## config.mk

```make
export PLATFORM = sky130hd
export DESIGN_NAME = ast_arb_mux
export DESIGN_NICKNAME = d
export VERILOG_FILES = /design/src/rtl/usr_types_and_params.sv /design/src/rtl/ast_rr_arbiter.sv /design/src/rtl/ast_arb_mux.sv
export SDC_FILE = /design/constraint.sdc
export NUM_CORES = 1
export LEC_CHECK = 0
export BUFFER_PORTS_ARGS = -buffer_cell sky130_fd_sc_hd__buf_2
export CORE_AREA = 2 2 158 160
export DETAILED_ROUTE_END_ITERATION = 8
export DIE_AREA = 0 0 160 162
export GPL_TIMING_DRIVEN = 0
export PLACE_DENSITY = 0.54
export SLEW_MARGIN = 20
export SYNTH_ARGS = -nofsm -noshare
export SYNTH_HDL_FRONTEND = slang
export SYNTH_HIERARCHICAL = 1
export SYNTH_SLANG_ARGS = --single-unit
```

## constraint.sdc

```tcl
create_clock -name clk_i -period 6.7 [get_ports clk_i]
set_input_delay 0.335 -clock clk_i [delete_from_list [all_inputs] [get_ports clk_i]]
set_output_delay 0.335 -clock clk_i [all_outputs]
set_load 0.01 [all_outputs]
```

## src/rtl/usr_types_and_params.sv

```systemverilog
// Shared constants and types for the Avalon-ST arbitrating multiplexer.
package usr_types_and_params;

    localparam int DATA_WIDTH    = 64;
    localparam int EMPTY_WIDTH   = $clog2(DATA_WIDTH / 8);
    localparam int CHANNEL_WIDTH = 10;
    localparam int RX_DIR        = 4;
    localparam int SRC_SEL_WIDTH = $clog2(RX_DIR);

    typedef enum logic {
        IDLE,
        BUSY
    } arb_state_t;

endpackage

```

## src/rtl/ast_rr_arbiter.sv

```systemverilog
// Combinational round-robin pick: the first requester after last_grant wins.
module ast_rr_arbiter #(
    parameter int RX_DIR        = usr_types_and_params::RX_DIR,
    parameter int SRC_SEL_WIDTH = $clog2(RX_DIR)
) (
    input  logic [RX_DIR-1:0]        req_i,
    input  logic [SRC_SEL_WIDTH-1:0] last_grant_i,
    output logic [SRC_SEL_WIDTH-1:0] winner_o,
    output logic                     any_req_o
);

    // cand[i] is the input sitting i+1 places after last_grant in the ring
    logic [RX_DIR-1:0][SRC_SEL_WIDTH-1:0] cand;
    logic [RX_DIR-1:0]                    hit;

    generate
        for (genvar gi = 0; gi < RX_DIR; gi++) begin : g_rot
            assign cand[gi] = SRC_SEL_WIDTH'((int'(last_grant_i) + gi + 1) % RX_DIR);
            assign hit[gi]  = req_i[cand[gi]];
        end
    endgenerate

    always_comb begin
        winner_o = '0;
        for (int i = RX_DIR - 1; i >= 0; i--) begin
            if (hit[i]) begin
                winner_o = cand[i];
            end
        end
    end

    assign any_req_o = |req_i;

endmodule

```

## src/rtl/ast_arb_mux.sv

```systemverilog
// Avalon-ST N:1 packet multiplexer; round-robin grant held from SOP to EOP,
// registered output tagged with the source index.
module ast_arb_mux #(
    parameter int DATA_WIDTH    = 64,
    parameter int EMPTY_WIDTH   = $clog2(DATA_WIDTH / 8),
    parameter int CHANNEL_WIDTH = 10,
    parameter int RX_DIR        = 4,
    parameter int SRC_SEL_WIDTH = $clog2(RX_DIR)
) (
    input  logic                     clk_i,
    input  logic                     arst_i,
    input  logic [DATA_WIDTH-1:0]    ast_data_i          [RX_DIR],
    input  logic [RX_DIR-1:0]        ast_startofpacket_i,
    input  logic [RX_DIR-1:0]        ast_endofpacket_i,
    input  logic [RX_DIR-1:0]        ast_valid_i,
    input  logic [EMPTY_WIDTH-1:0]   ast_empty_i         [RX_DIR],
    input  logic [CHANNEL_WIDTH-1:0] ast_channel_i       [RX_DIR],
    output logic [RX_DIR-1:0]        ast_ready_o,
    output logic [DATA_WIDTH-1:0]    ast_data_o,
    output logic                     ast_startofpacket_o,
    output logic                     ast_endofpacket_o,
    output logic                     ast_valid_o,
    output logic [EMPTY_WIDTH-1:0]   ast_empty_o,
    output logic [CHANNEL_WIDTH-1:0] ast_channel_o,
    output logic [SRC_SEL_WIDTH-1:0] ast_src_o,
    input  logic                     ast_ready_i
);

    usr_types_and_params::arb_state_t state_q, state_d;

    logic [SRC_SEL_WIDTH-1:0] grant_q, grant_d;
    logic [SRC_SEL_WIDTH-1:0] last_grant_q, last_grant_d;
    logic [DATA_WIDTH-1:0]    data_q, data_d;
    logic                     sop_q, sop_d;
    logic                     eop_q, eop_d;
    logic                     valid_q, valid_d;
    logic [EMPTY_WIDTH-1:0]   empty_q, empty_d;
    logic [CHANNEL_WIDTH-1:0] channel_q, channel_d;
    logic [SRC_SEL_WIDTH-1:0] src_q, src_d;

    logic [RX_DIR-1:0]        req;
    logic [SRC_SEL_WIDTH-1:0] winner;
    logic                     any_req;
    logic                     out_free;
    logic                     accept;

    assign req      = ast_valid_i & ast_startofpacket_i;
    assign out_free = !valid_q || ast_ready_i;

    ast_rr_arbiter #(
        .RX_DIR        (RX_DIR),
        .SRC_SEL_WIDTH (SRC_SEL_WIDTH)
    ) u_arb (
        .req_i        (req),
        .last_grant_i (last_grant_q),
        .winner_o     (winner),
        .any_req_o    (any_req)
    );

    always_comb begin
        state_d      = state_q;
        grant_d      = grant_q;
        last_grant_d = last_grant_q;
        data_d       = data_q;
        sop_d        = sop_q;
        eop_d        = eop_q;
        valid_d      = valid_q;
        empty_d      = empty_q;
        channel_d    = channel_q;
        src_d        = src_q;
        ast_ready_o  = '0;
        accept       = 1'b0;

        if (state_q == usr_types_and_params::IDLE) begin
            if (any_req) begin
                grant_d = winner;
                state_d = usr_types_and_params::BUSY;
            end
        end else begin
            ast_ready_o[grant_q] = out_free;
            accept               = ast_valid_i[grant_q] && out_free;
            if (accept && ast_endofpacket_i[grant_q]) begin
                state_d      = usr_types_and_params::IDLE;
                last_grant_d = grant_q;
            end
        end

        // The register also drains in IDLE so a consumed last beat is not repeated.
        if (accept) begin
            data_d    = ast_data_i[grant_q];
            sop_d     = ast_startofpacket_i[grant_q];
            eop_d     = ast_endofpacket_i[grant_q];
            empty_d   = ast_empty_i[grant_q];
            channel_d = ast_channel_i[grant_q];
            src_d     = grant_q;
            valid_d   = 1'b1;
        end else if (out_free) begin
            valid_d = 1'b0;
        end
    end

    always_ff @(posedge clk_i or posedge arst_i) begin
        if (arst_i) begin
            state_q      <= usr_types_and_params::IDLE;
            grant_q      <= '0;
            last_grant_q <= SRC_SEL_WIDTH'(RX_DIR - 1);
            data_q       <= '0;
            sop_q        <= 1'b0;
            eop_q        <= 1'b0;
            valid_q      <= 1'b0;
            empty_q      <= '0;
            channel_q    <= '0;
            src_q        <= '0;
        end else begin
            state_q      <= state_d;
            grant_q      <= grant_d;
            last_grant_q <= last_grant_d;
            data_q       <= data_d;
            sop_q        <= sop_d;
            eop_q        <= eop_d;
            valid_q      <= valid_d;
            empty_q      <= empty_d;
            channel_q    <= channel_d;
            src_q        <= src_d;
        end
    end

    assign ast_data_o          = data_q;
    assign ast_startofpacket_o = sop_q;
    assign ast_endofpacket_o   = eop_q;
    assign ast_valid_o         = valid_q;
    assign ast_empty_o         = empty_q;
    assign ast_channel_o       = channel_q;
    assign ast_src_o           = src_q;

endmodule
```

# Word-level counts from Yosys, hierarchy flattened
# Index checks and enable logic that the tools add are counted.
# totals
reg_bits	87
in_bits	323
# classes
addsub	6
order_cmp	7
mux	36
n_bitwise	4
reduce_logical	9
# op_table
op	n
binary-select mux 64 bit (select 2 bit)	1
2-to-1 mux 64 bit	2
binary-select mux 10 bit (select 2 bit)	1
2-to-1 mux 10 bit	2
< comparator 2 x 3 -> 1 bit (second input constant)	5
binary-select mux 1 bit (select 2 bit)	7
2-to-1 mux 1 bit	14
adder 2 bit (second input constant)	5
AND 4 bit	2
2-to-1 mux 2 bit	4
binary-select mux 3 bit (select 2 bit)	1
2-to-1 mux 3 bit	2
2-to-1 mux 4 bit	1
AND reduction 2 bit	2
OR reduction 4 bit	1
>= comparator 3 bit (second input constant)	1
logical AND 1 bit	3
NOT 2 -> 3 bit	1
adder 2 x 1 -> 2 bit (second input constant)	1
demux 1 bit (select 2 bit)	1
>= comparator 2 x 1 -> 1 bit (second input constant)	1
nonzero test 2 bit	1
zero test 1 bit	1
logical OR 1 bit	1
NOT 1 bit	1

# Depth between registers and ports, before layout
# Gate-level depths: netlist of the first run.
# depth
ltp_word	8
ltp_mapped	6

# Hierarchy
# The synthesis of the first run kept the hierarchy.
# modules_own_cells
module	instances	cells_per_inst	area_per_inst_um2	seq_area_each_um2
ast_arb_mux	1	300	5527.8	2179.6
ast_rr_arbiter	1	14	83.8	0.0

# Least setup slack after synthesis of the first run
# OpenSTA, ideal clock, no wires.
# synth_timing
path_type	reg-to-reg
startpoint	register grant_q[0]
endpoint	register channel_q[8], in the netlist ast_channel_o[8]
setup_ns	0.125
arrival_ns	1.652
required_time_ns	6.575
slack_ns	4.923
path_stages_with_launch	6
synth_period_minus_slack_ns	1.777
path_cell_list	dfrtp_1 > buf_6 > mux4_2 > nand3_4 > buf_8 > mux2_4
# synth_between
elab_chain_cells	4
word_cells_on_any_way	8
# synth_rtl
element	line_no	text
start: declaration	ast_arb_mux.sv:31	logic [SRC_SEL_WIDTH-1:0] grant_q, grant_d;
start signal: assignment	ast_arb_mux.sv:116	grant_q <= grant_d;
binary-select mux 1 bit (select 2 bit) or NOT 2 -> 3 bit (tied branches)	ast_arb_mux.sv:81, ast_arb_mux.sv:94	
2-to-1 mux 1 bit (implied by the code) or binary-select mux 10 bit (select 2 bit) (tied branches)	ast_arb_mux.sv:81, ast_arb_mux.sv:94	
logical AND 1 bit or 2-to-1 mux 10 bit (tied branches)	ast_arb_mux.sv:81, ast_arb_mux.sv:94	
2-to-1 mux 1 bit or 2-to-1 mux 10 bit (tied branches)	ast_arb_mux.sv:74, ast_arb_mux.sv:94	
end signal: assignment	ast_arb_mux.sv:123	channel_q <= channel_d;
end: declaration	ast_arb_mux.sv:38	logic [CHANNEL_WIDTH-1:0] channel_q, channel_d;
# Parallel ways exist; a longest one is shown, timed or not. The select of a mux whose other input is x is not followed.
# A chain may end at the register's enable or synchronous reset.

# Worst setup path in the final report of the first run
# layout_timing
startpoint	register grant_q[1]
endpoint	output ast_ready_o[2]
# layout_between
elab_chain_cells	6
word_cells_on_any_way	7
# layout_rtl
element	line_no	text
< comparator 2 x 3 -> 1 bit (implied by the code) or >= comparator 2 x 1 -> 1 bit (tied branches)	ast_arb_mux.sv:80	ast_ready_o[grant_q] = out_free;
logical AND 1 bit (implied by the code)	ast_arb_mux.sv:80	
2-to-1 mux 1 bit (implied by the code)	ast_arb_mux.sv:80	
demux 1 bit (select 2 bit) (*)	ast_arb_mux.sv:80	
AND 4 bit (no source line) (*)	-	
2-to-1 mux 4 bit (*)	ast_arb_mux.sv:74	if (state_q == usr_types_and_params::IDLE) begin
end: declaration	ast_arb_mux.sv:18	output logic [RX_DIR-1:0] ast_ready_o,
# Mark *: on every way between the ends. The rest lies on a longest branch, timed or not.

==> results of run 1 <==
==> path summary, 6_finish.rpt <==
check / from / endpoint / slack [ns]
setup reg to reg: grant_q[1] / ast_data_o[5] / 4.31
hold reg to reg: ast_channel_o[5] / ast_channel_o[5] / 0.49
min in group asynchronous: arst_i / ast_channel_o[1] / 0.53
setup / recovery: grant_q[1] / ast_ready_o[2] / 3.99
max in group asynchronous: arst_i / last_grant_q[0] / 5.55
hold / removal: ast_valid_i[1] / ast_src_o[0] / 0.34
==> power by group through the flow <==
| stage | Clock (mW) | Sequential (mW) | Combinational, mW |
|---|---|---|---|
| 3_5_place_dp | 0 | 0.960 | 2.33 |
| 6_report | 0.528 | 0.959 | 2.28 |
| 5_1_grt | 0.575 | 0.996 | 2.45 |
| 4_1_cts | 0.554 | 0.960 | 2.33 |
| 3_3_place_gp | 0 | 0.954 | 2.30 |
| 2_1_floorplan | 0 | 1.08 | 1.50 |
==> registers in the layout (all words and copies together), names as in the netlist <==
| register | flops |
|---|---|
| ast_data_o | 64 |
| ast_channel_o | 10 |
| ast_empty_o | 3 |
| ast_src_o | 2 |
| grant_q | 2 |
| last_grant_q | 2 |
| ast_endofpacket_o | 1 |
| ast_startofpacket_o | 1 |
| ast_valid_o | 1 |
| state_q | 1 |
==> final cells by class <==
type / count / share of cell area, %
diodes: 3 / 0.0892
inverters: 2 / 0.149
well taps: 324 / 4.81
repair buffers: 410 / 24.7
plain buffers: 28 / 2.57
clock buffers: 12 / 3.05
flip-flops and latches: 87 / 25.9
clock inverters: 4 / 0.639
multi-input cells: 197 / 38.1
==> cells in the mapped netlist <==
master | number | area share (%)
sky130_fd_sc_hd__o21a_1 | 1 | 0.13
sky130_fd_sc_hd__dfstp_2 | 2 | 0.94
sky130_fd_sc_hd__nand2b_1 | 3 | 0.33
sky130_fd_sc_hd__buf_6 | 3 | 0.60
sky130_fd_sc_hd__mux2_4 | 70 | 19
sky130_fd_sc_hd__o21ai_2 | 1 | 0.16
sky130_fd_sc_hd__buf_8 | 7 | 1.9
sky130_fd_sc_hd__and2b_4 | 1 | 0.18
sky130_fd_sc_hd__nor2_1 | 6 | 0.40
sky130_fd_sc_hd__and2_1 | 4 | 0.45
sky130_fd_sc_hd__nor2b_1 | 2 | 0.22
sky130_fd_sc_hd__a21o_1 | 1 | 0.13
sky130_fd_sc_hd__inv_1 | 2 | 0.13
sky130_fd_sc_hd__mux4_2 | 80 | 32
sky130_fd_sc_hd__nand3_1 | 1 | 0.089
sky130_fd_sc_hd__o21ai_0 | 2 | 0.18
sky130_fd_sc_hd__mux2i_1 | 1 | 0.18
sky130_fd_sc_hd__nor3_1 | 2 | 0.18
sky130_fd_sc_hd__nand3_4 | 1 | 0.31
sky130_fd_sc_hd__clkbuf_1 | 9 | 0.60
sky130_fd_sc_hd__o22ai_1 | 1 | 0.11
sky130_fd_sc_hd__nand4_1 | 1 | 0.11
sky130_fd_sc_hd__a21bo_2 | 1 | 0.18
sky130_fd_sc_hd__o311ai_1 | 1 | 0.16
sky130_fd_sc_hd__buf_1 | 1 | 0.067
sky130_fd_sc_hd__dfrtp_1 | 85 | 38
sky130_fd_sc_hd__mux2_2 | 5 | 1.0
sky130_fd_sc_hd__o2bb2ai_1 | 1 | 0.16
sky130_fd_sc_hd__mux2_1 | 7 | 1.4
sky130_fd_sc_hd__buf_2 | 8 | 0.71
sky130_fd_sc_hd__nand2_1 | 4 | 0.27
==> per-stage QoR <==
stage | cells | total power [mW]
3_3_place_gp | 1046 | 3.26
2_1_floorplan | 314 | 2.58
3_5_place_dp | 1047 | 3.29
6_report | 1067 | 3.77
5_1_grt | 1064 | 4.02
4_1_cts | 1064 | 3.84
==> placed cells by master, fill, tap and decap left out, drive strengths merged <==
cell	n
buf	428
dfrtp	85
mux2	82
mux4	80
clkbuf	21
nor2	6
nand2	4
and2	4
diode	3
nand2b	3
o21ai	3
nor3	2
nor2b	2
clkinvlp	2
dfstp	2
nand3	2
inv	2
nand4	1
o21a	1
a21bo	1
mux2i	1
o2bb2ai	1
bufinv	1
clkinv	1
dlygate4sd3	1
a21o	1
and2b	1
o311ai	1
o22ai	1
==> per-layer routing <==
layer	part of all wire, %	GRT usage [%]	vias to the layer above
met5	0	0	-
met4	0.91	3.15	0
met3	8.2	4.26	13
met2	51	26.6	245
met1	40	18.6	2357
li1	-	-	2122
==> kinds of logic after synthesis <==
| group | synth area share (%) |
|---|---|
| and+or+nand+nor | 2.54 |
| muxes | 53.4 |
| DFF | 38.8 |
| AOI/OAI and AO/OA | 1.20 |
| buffers and inverters | 3.99 |
==> worst max-delay path, stage by stage, from the launching register on <==
cell and delay (ns):
sky130_fd_sc_hd__dfrtp_1 0.33, sky130_fd_sc_hd__clkbuf_1 0.22, sky130_fd_sc_hd__buf_2 0.37, sky130_fd_sc_hd__buf_1 0.56, sky130_fd_sc_hd__inv_1 0.20, sky130_fd_sc_hd__nor3_1 0.19, sky130_fd_sc_hd__buf_2 0.16
==> run_summary.xml, run 1 <==
<?xml version="1.0" encoding="UTF-8"?>
<metrics>
  <group name="worst_setup_path">
    <metric name="worstPathMaxFanout" unit="">10</metric>
    <metric name="critical_path_capture_point_type" unit="">output port</metric>
    <metric name="setup.worst_path.class" unit="">register to output port</metric>
    <metric name="worst_setup_sp_type" unit="">register</metric>
    <metric name="reg2regPathDepth" unit="">5</metric>
    <metric name="cp.arrival" unit="ns">2.37</metric>
    <metric name="required" unit="ns">6.36</metric>
  </group>
  <group name="pwr">
    <metric name="cellLeakagePower" unit="nW">4.15</metric>
    <metric name="power.combinational.fraction" unit="%">60.5</metric>
    <metric name="switching_power" unit="mW">1.33</metric>
    <metric name="cellPowerDensity" unit="mW/mm^2">447</metric>
    <metric name="clockPowerShare" unit="%">14.0</metric>
    <metric name="power_switching_share" unit="%">35.3</metric>
    <metric name="seqPwrFrac" unit="%">25.5</metric>
    <metric name="vdd_ir_drop_max" unit="V">0.000160</metric>
    <metric name="p_int" unit="mW">2.44</metric>
  </group>
  <group name="timing">
    <metric name="timing.final.max_slew_violations" unit="">0</metric>
    <metric name="setup_viol_count_final" unit="">0</metric>
    <metric name="worst-slew-pin-transition" unit="ns">1.01</metric>
    <metric name="unrepaired_setup_endpoints_after_global_routing" unit="">no</metric>
    <metric name="fmax" unit="MHz">369</metric>
    <metric name="fin_crit_sh" unit="%">40.4</metric>
    <metric name="finalWorstSetupSlack" unit="ns">3.99</metric>
    <metric name="hold_slack" unit="ns">0.340</metric>
    <metric name="timing.final.crit_period" unit="ns">2.71</metric>
    <metric name="setup_total_negative_slack" unit="ns">0</metric>
    <metric name="finalClockSkew" unit="ns">0.00822</metric>
    <metric name="final-hold-violation-count" unit="">0</metric>
    <metric name="timing.max_slew.rel_slack" unit="%">32.8</metric>
  </group>
  <group name="cts">
    <metric name="post-cts-setup-buffer-count" unit="">0</metric>
    <metric name="htree_num_levels" unit="">3</metric>
    <metric name="clkTransAtPathRegs" unit="ns">0.06</metric>
    <metric name="worstSkewPairLatency" unit="ns">0.34</metric>
    <metric name="clock_tree_from_tritoncts" unit="">built</metric>
    <metric name="cts.repair.resized" unit="">0</metric>
    <metric name="clock_tree.root_cell" unit="">sky130_fd_sc_hd__clkbuf_16</metric>
    <metric name="cts.hold.buffers_added" unit="">1</metric>
    <metric name="max-clock-path-buffers" unit="">2</metric>
    <metric name="cts_inserted_buffers" unit="">9</metric>
    <metric name="numClockSinks" unit="">87</metric>
  </group>
  <group name="die">
    <metric name="dieArea" unit="mm^2">0.0259</metric>
    <metric name="die-width" unit="um">160</metric>
    <metric name="floorplan.core_area" unit="mm^2">0.0241</metric>
    <metric name="start_util" unit="%">23.3</metric>
    <metric name="die_height" unit="um">162</metric>
    <metric name="io_pins" unit="">409</metric>
    <metric name="floorplan.rows" unit="">57</metric>
  </group>
  <group name="global_route">
    <metric name="groute.usage.overall" unit="%">15.1</metric>
    <metric name="grt_max_degree" unit="">46</metric>
    <metric name="global_route_wire_length_before_repair" unit="um">29600</metric>
    <metric name="antenna_found_initial" unit="">3</metric>
    <metric name="vias_in_the_first_global_route" unit="">5131</metric>
    <metric name="globalRoute.totalOverflow" unit="">0</metric>
  </group>
  <group name="drt">
    <metric name="vias_per_cell" unit="">4.44</metric>
    <metric name="routedWlPerCell" unit="um">18.7</metric>
    <metric name="detail_route.drc_violations" unit="">0</metric>
    <metric name="detail_route.first_pass.iterations" unit="">4</metric>
    <metric name="routed_wl" unit="um">19900</metric>
    <metric name="drtIter0Drc" unit="">180</metric>
    <metric name="routed-via-count" unit="">4737</metric>
    <metric name="detail-route-antenna-nets" unit="">0</metric>
  </group>
  <group name="placed_design">
    <metric name="placement.io_buffers" unit="">408</metric>
    <metric name="gp_congestion" unit="">0.816</metric>
    <metric name="hpwl_reported_at_the_end_of_detailed_placement" unit="um">16300</metric>
    <metric name="dpl_cell_area" unit="mm^2">0.00809</metric>
    <metric name="dpl_worst_slack" unit="ns">4.27</metric>
  </group>
  <group name="worst_hold_path">
    <metric name="min_delay_path_depth" unit="">3</metric>
    <metric name="holdCritPathClass" unit="">input port to register</metric>
  </group>
  <group name="final_layout">
    <metric name="area_delta_synth_final" unit="%">50.0</metric>
    <metric name="layout.nets" unit="">1058</metric>
    <metric name="final_core_util" unit="%">34.9</metric>
    <metric name="multi_input_comb_area" unit="mm^2">0.00321</metric>
    <metric name="fill_cells" unit="">2482</metric>
    <metric name="final_design_area_no_fill" unit="mm^2">0.00842</metric>
    <metric name="drive_gt1_share" unit="%">81.6</metric>
    <metric name="register_area" unit="mm^2">0.00218</metric>
  </group>
  <group name="logic_synthesis">
    <metric name="ys.warnings.count" unit="">6</metric>
    <metric name="synth_nets" unit="">637</metric>
    <metric name="synth.distinct_cells" unit="">31</metric>
    <metric name="synthesis.area_per_instance" unit="um^2">17.9</metric>
    <metric name="synthesis.instances" unit="">314</metric>
    <metric name="seq_area_frac_synth" unit="%">38.8</metric>
    <metric name="count_of_state_elements_after_synthesis" unit="">87</metric>
    <metric name="mappedNetlistArea" unit="mm^2">0.00561</metric>
  </group>
  <group name="status">
    <metric name="status" unit="">completed</metric>
  </group>
  <group name="flow_run">
    <metric name="cap_violations" unit="">0</metric>
  </group>
</metrics>
No activity file was read; power rests on OpenSTA's default activity.
==> inputs of run 2 (changes only) <==
Settings changed: ABC_AREA set to 1, CORE_AREA 2 2 158 160 to 2 2 157 159, DIE_AREA 0 0 160 162 to 0 0 159 161, PLACE_DENSITY 0.54 to 0.57.
Clock period 6.7 ns to 2.7 ns, I/O delays scaled along.
==> run_summary.xml, run 2 <==
<?xml version="1.0" encoding="UTF-8"?>
<metrics>
  <group name="status">
    <metric name="status" unit="">completed</metric>
  </group>
  <group name="timing">
    <metric name="final-hold-violation-count" unit="">0</metric>
    <metric name="fmax" unit="MHz">454</metric>
    <metric name="unrepaired_setup_endpoints_after_global_routing" unit="">no</metric>
    <metric name="setup_total_negative_slack" unit="ns">0</metric>
    <metric name="finalClockSkew" unit="ns">0.0122</metric>
    <metric name="timing.final.crit_period" unit="ns">2.20</metric>
    <metric name="fin_crit_sh" unit="%">81.5</metric>
    <metric name="worst-slew-pin-transition" unit="ns">0.772</metric>
    <metric name="timing.final.max_slew_violations" unit="">0</metric>
    <metric name="timing.max_slew.rel_slack" unit="%">48.5</metric>
    <metric name="setup_viol_count_final" unit="">0</metric>
  </group>
  <group name="cts">
    <metric name="clock_tree.root_cell" unit="">sky130_fd_sc_hd__clkbuf_16</metric>
    <metric name="worstSkewPairLatency" unit="ns">0.35</metric>
    <metric name="htree_num_levels" unit="">3</metric>
    <metric name="clock_tree_from_tritoncts" unit="">built</metric>
    <metric name="numClockSinks" unit="">87</metric>
    <metric name="cts_inserted_buffers" unit="">9</metric>
    <metric name="max-clock-path-buffers" unit="">2</metric>
    <metric name="cts.hold.buffers_added" unit="">2</metric>
    <metric name="cts.repair.resized" unit="">0</metric>
    <metric name="clkTransAtPathRegs" unit="ns">0.07</metric>
    <metric name="post-cts-setup-buffer-count" unit="">0</metric>
  </group>
  <group name="final_layout">
    <metric name="drive_gt1_share" unit="%">37.3</metric>
    <metric name="max_ffs_per_register" unit="">64</metric>
    <metric name="layout.nets" unit="">1675</metric>
    <metric name="mostFrequentLayoutCell" unit="">sky130_fd_sc_hd__buf_2</metric>
    <metric name="final_design_area_no_fill" unit="mm^2">0.00906</metric>
    <metric name="area_delta_synth_final" unit="%">44.9</metric>
    <metric name="antenna_cells" unit="">0</metric>
    <metric name="layout_common_cells" unit="">456 x sky130_fd_sc_hd__buf_2, 397 x sky130_fd_sc_hd__nand3_1, 215 x sky130_fd_sc_hd__nand2_1</metric>
  </group>
  <group name="drt">
    <metric name="vias_per_cell" unit="">5.27</metric>
    <metric name="detail-route-antenna-nets" unit="">0</metric>
    <metric name="routed-via-count" unit="">8865</metric>
    <metric name="routed_wl" unit="um">33800</metric>
    <metric name="detail_route.first_pass.iterations" unit="">8</metric>
    <metric name="detail_route.drc_violations" unit="">0</metric>
    <metric name="drtIter0Drc" unit="">694</metric>
    <metric name="routedWlPerCell" unit="um">20.1</metric>
  </group>
  <group name="global_route">
    <metric name="vias_in_the_first_global_route" unit="">8715</metric>
    <metric name="global_route_wire_length_before_repair" unit="um">50300</metric>
    <metric name="grt_max_degree" unit="">48</metric>
    <metric name="globalRoute.totalOverflow" unit="">0</metric>
    <metric name="groute.usage.overall" unit="%">25.3</metric>
    <metric name="antenna_found_initial" unit="">1</metric>
  </group>
  <group name="logic_synthesis">
    <metric name="yosysMostFrequentCell" unit="">sky130_fd_sc_hd__nand3_1</metric>
    <metric name="ys.warnings.count" unit="">6</metric>
    <metric name="synth.largest_area_cell" unit="">sky130_fd_sc_hd__dfrtp_1</metric>
    <metric name="synthesis.instances" unit="">930</metric>
    <metric name="synth_flop_cell" unit="">sky130_fd_sc_hd__dfrtp_1</metric>
    <metric name="synthArstFlopShare" unit="%">100</metric>
    <metric name="synthesis.area_per_instance" unit="um^2">6.72</metric>
    <metric name="synth_enable_flop_cells" unit="">0</metric>
    <metric name="synth_nets" unit="">1253</metric>
    <metric name="count_of_state_elements_after_synthesis" unit="">87</metric>
    <metric name="synth_largest_type_area_fraction" unit="%">34.0</metric>
    <metric name="synthTopCellsByArea" unit="">sky130_fd_sc_hd__dfrtp_1 34%, sky130_fd_sc_hd__nand3_1 32%, sky130_fd_sc_hd__nand2_1 13%</metric>
    <metric name="mappedNetlistArea" unit="mm^2">0.00625</metric>
    <metric name="commonest_cells_post_synth" unit="">397 x sky130_fd_sc_hd__nand3_1, 215 x sky130_fd_sc_hd__nand2_1, 85 x sky130_fd_sc_hd__dfrtp_1</metric>
    <metric name="seq_area_frac_synth" unit="%">34.9</metric>
    <metric name="synth.distinct_cells" unit="">23</metric>
  </group>
  <group name="placed_design">
    <metric name="dpl_cell_area" unit="mm^2">0.00873</metric>
    <metric name="gp_congestion" unit="">0.924</metric>
    <metric name="hpwl_reported_at_the_end_of_detailed_placement" unit="um">25800</metric>
    <metric name="placement.io_buffers" unit="">408</metric>
  </group>
  <group name="die">
    <metric name="floorplan.core_area" unit="mm^2">0.0240</metric>
    <metric name="floorplan.rows" unit="">57</metric>
    <metric name="io_pins" unit="">409</metric>
    <metric name="die-width" unit="um">159</metric>
    <metric name="die_height" unit="um">161</metric>
    <metric name="start_util" unit="%">26.1</metric>
    <metric name="dieArea" unit="mm^2">0.0256</metric>
  </group>
  <group name="flow_run">
    <metric name="cap_violations" unit="">0</metric>
  </group>
  <group name="pwr">
    <metric name="cellPowerDensity" unit="mW/mm^2">1200</metric>
    <metric name="cellLeakagePower" unit="nW">4.84</metric>
    <metric name="vdd_ir_drop_max" unit="V">0.000420</metric>
    <metric name="design_power_total" unit="mW">10.9</metric>
  </group>
  <group name="worst_setup_path">
    <metric name="cp_slowest_stage_delay" unit="ns">0.56</metric>
    <metric name="reg2regPathDepth" unit="">7</metric>
    <metric name="worst_setup_sp_type" unit="">register</metric>
    <metric name="crit_path_cell_trace" unit="">buf_4 &gt; buf_2 &gt; clkbuf_1 &gt; nor3_1 &gt; buf_2</metric>
    <metric name="crit_slowest_cell" unit="">sky130_fd_sc_hd__clkbuf_1</metric>
    <metric name="critical_path_buf_inv_count" unit="">4</metric>
    <metric name="cp.arrival" unit="ns">2.07</metric>
    <metric name="setup.worst_path.class" unit="">register to output port</metric>
    <metric name="critical_path_capture_point_type" unit="">output port</metric>
    <metric name="crit_cells" unit="">5</metric>
    <metric name="worstPathMaxFanout" unit="">10</metric>
    <metric name="required" unit="ns">2.57</metric>
    <metric name="cp_dominant_cell_by_count" unit="">sky130_fd_sc_hd__buf_2</metric>
    <metric name="crit_family" unit="">buffers and inverters</metric>
  </group>
  <group name="worst_hold_path">
    <metric name="min_delay_path_depth" unit="">5</metric>
    <metric name="holdCritPathClass" unit="">input port to register</metric>
  </group>
</metrics>
[run 2: changes by cell type in the layout (fill, tap and decap cells not counted), moves of 30 or more]
cell | before | now
sky130_fd_sc_hd__nand3_1 | 1 | 397
sky130_fd_sc_hd__nand2_1 | 4 | 215
sky130_fd_sc_hd__mux4_2 | 80 | 0
sky130_fd_sc_hd__nand4_1 | 1 | 81
sky130_fd_sc_hd__mux2_4 | 70 | 0
sky130_fd_sc_hd__buf_2 | 416 | 456
sky130_fd_sc_hd__clkbuf_1 | 10 | 40
[run 2: worst paths after layout]
check | slack (ns) | end | from
hold reg to reg | 0.47 | ast_endofpacket_o | ast_endofpacket_o
hold / removal | 0.15 | ast_data_o[10] | ast_data_i[202]
setup / recovery | 0.50 | ast_ready_o[1] | grant_q[1]
max in group asynchronous | 1.76 | ast_channel_o[8] | arst_i
setup reg to reg | 0.64 | ast_data_o[14] | grant_q[1]
min in group asynchronous | 0.35 | ast_data_o[32] | arst_i
[run 2: worst reg2reg max path: cells and delay by family, from the launching register on]
kind                   cells  cell delay (ns)
buffers and inverters      3             1.13
AND/OR/NAND/NOR            4             0.56
flip-flops                 1             0.32
[run 2: kinds of logic after synthesis]
group                  after synthesis  share of synthesized area [%]
AO/OA/AOI/OAI                        8                          0.680
buffers and inverters              118                           9.53
flip-flops                          87                           34.9
AND/OR/NAND/NOR                    717                           54.9
[run 2: area by class of cell]
type / count / area, um^2
Tap cell: 324 / 405
Sequential cell: 87 / 2180
Clock buffer: 12 / 256
Timing Repair Buffer: 411 / 2090
Fill cell: 2662 / 14900
Multi-Input combinational cell: 725 / 3480
Buffer: 99 / 519
Inverter: 19 / 81.3
Clock inverter: 4 / 53.8
[run 2: report_power, final]
group	internal [mW]	switching, mW	leakage (nW)
registers	1.95	0.345	1.08
logic	2.33	4.90	3.62
clock network	0.771	0.553	0.145
[run 2: per-stage QoR]
step | utilization [%] | hold WS (ns) | instances | worst slack (ns)
floorplan | - | 0.216 | 930 | 0.318
global placement | 36.3 | 0.323 | 1662 | -0.944
detailed placement | 36.4 | 0.171 | 1663 | 0.588
CTS | 37.8 | 0.132 | 1681 | 0.464
global route | 37.8 | 0.167 | 1681 | 0.409
finish | 37.8 | 0.146 | 1681 | 0.499
[run 2: metal layers]
| layer | track usage, % | part of all wire (%) | up-vias | wire, um |
|---|---|---|---|---|
| met1 | 32.9 | 42 | 4188 | 14200 |
| met4 | 7.81 | 2.5 | 0 | 856 |
| li1 | - | - | 4115 | - |
| met3 | 5.16 | 8.1 | 54 | 2720 |
| met5 | 0 | 0 | - | 0 |
| met2 | 42.5 | 48 | 508 | 16100 |
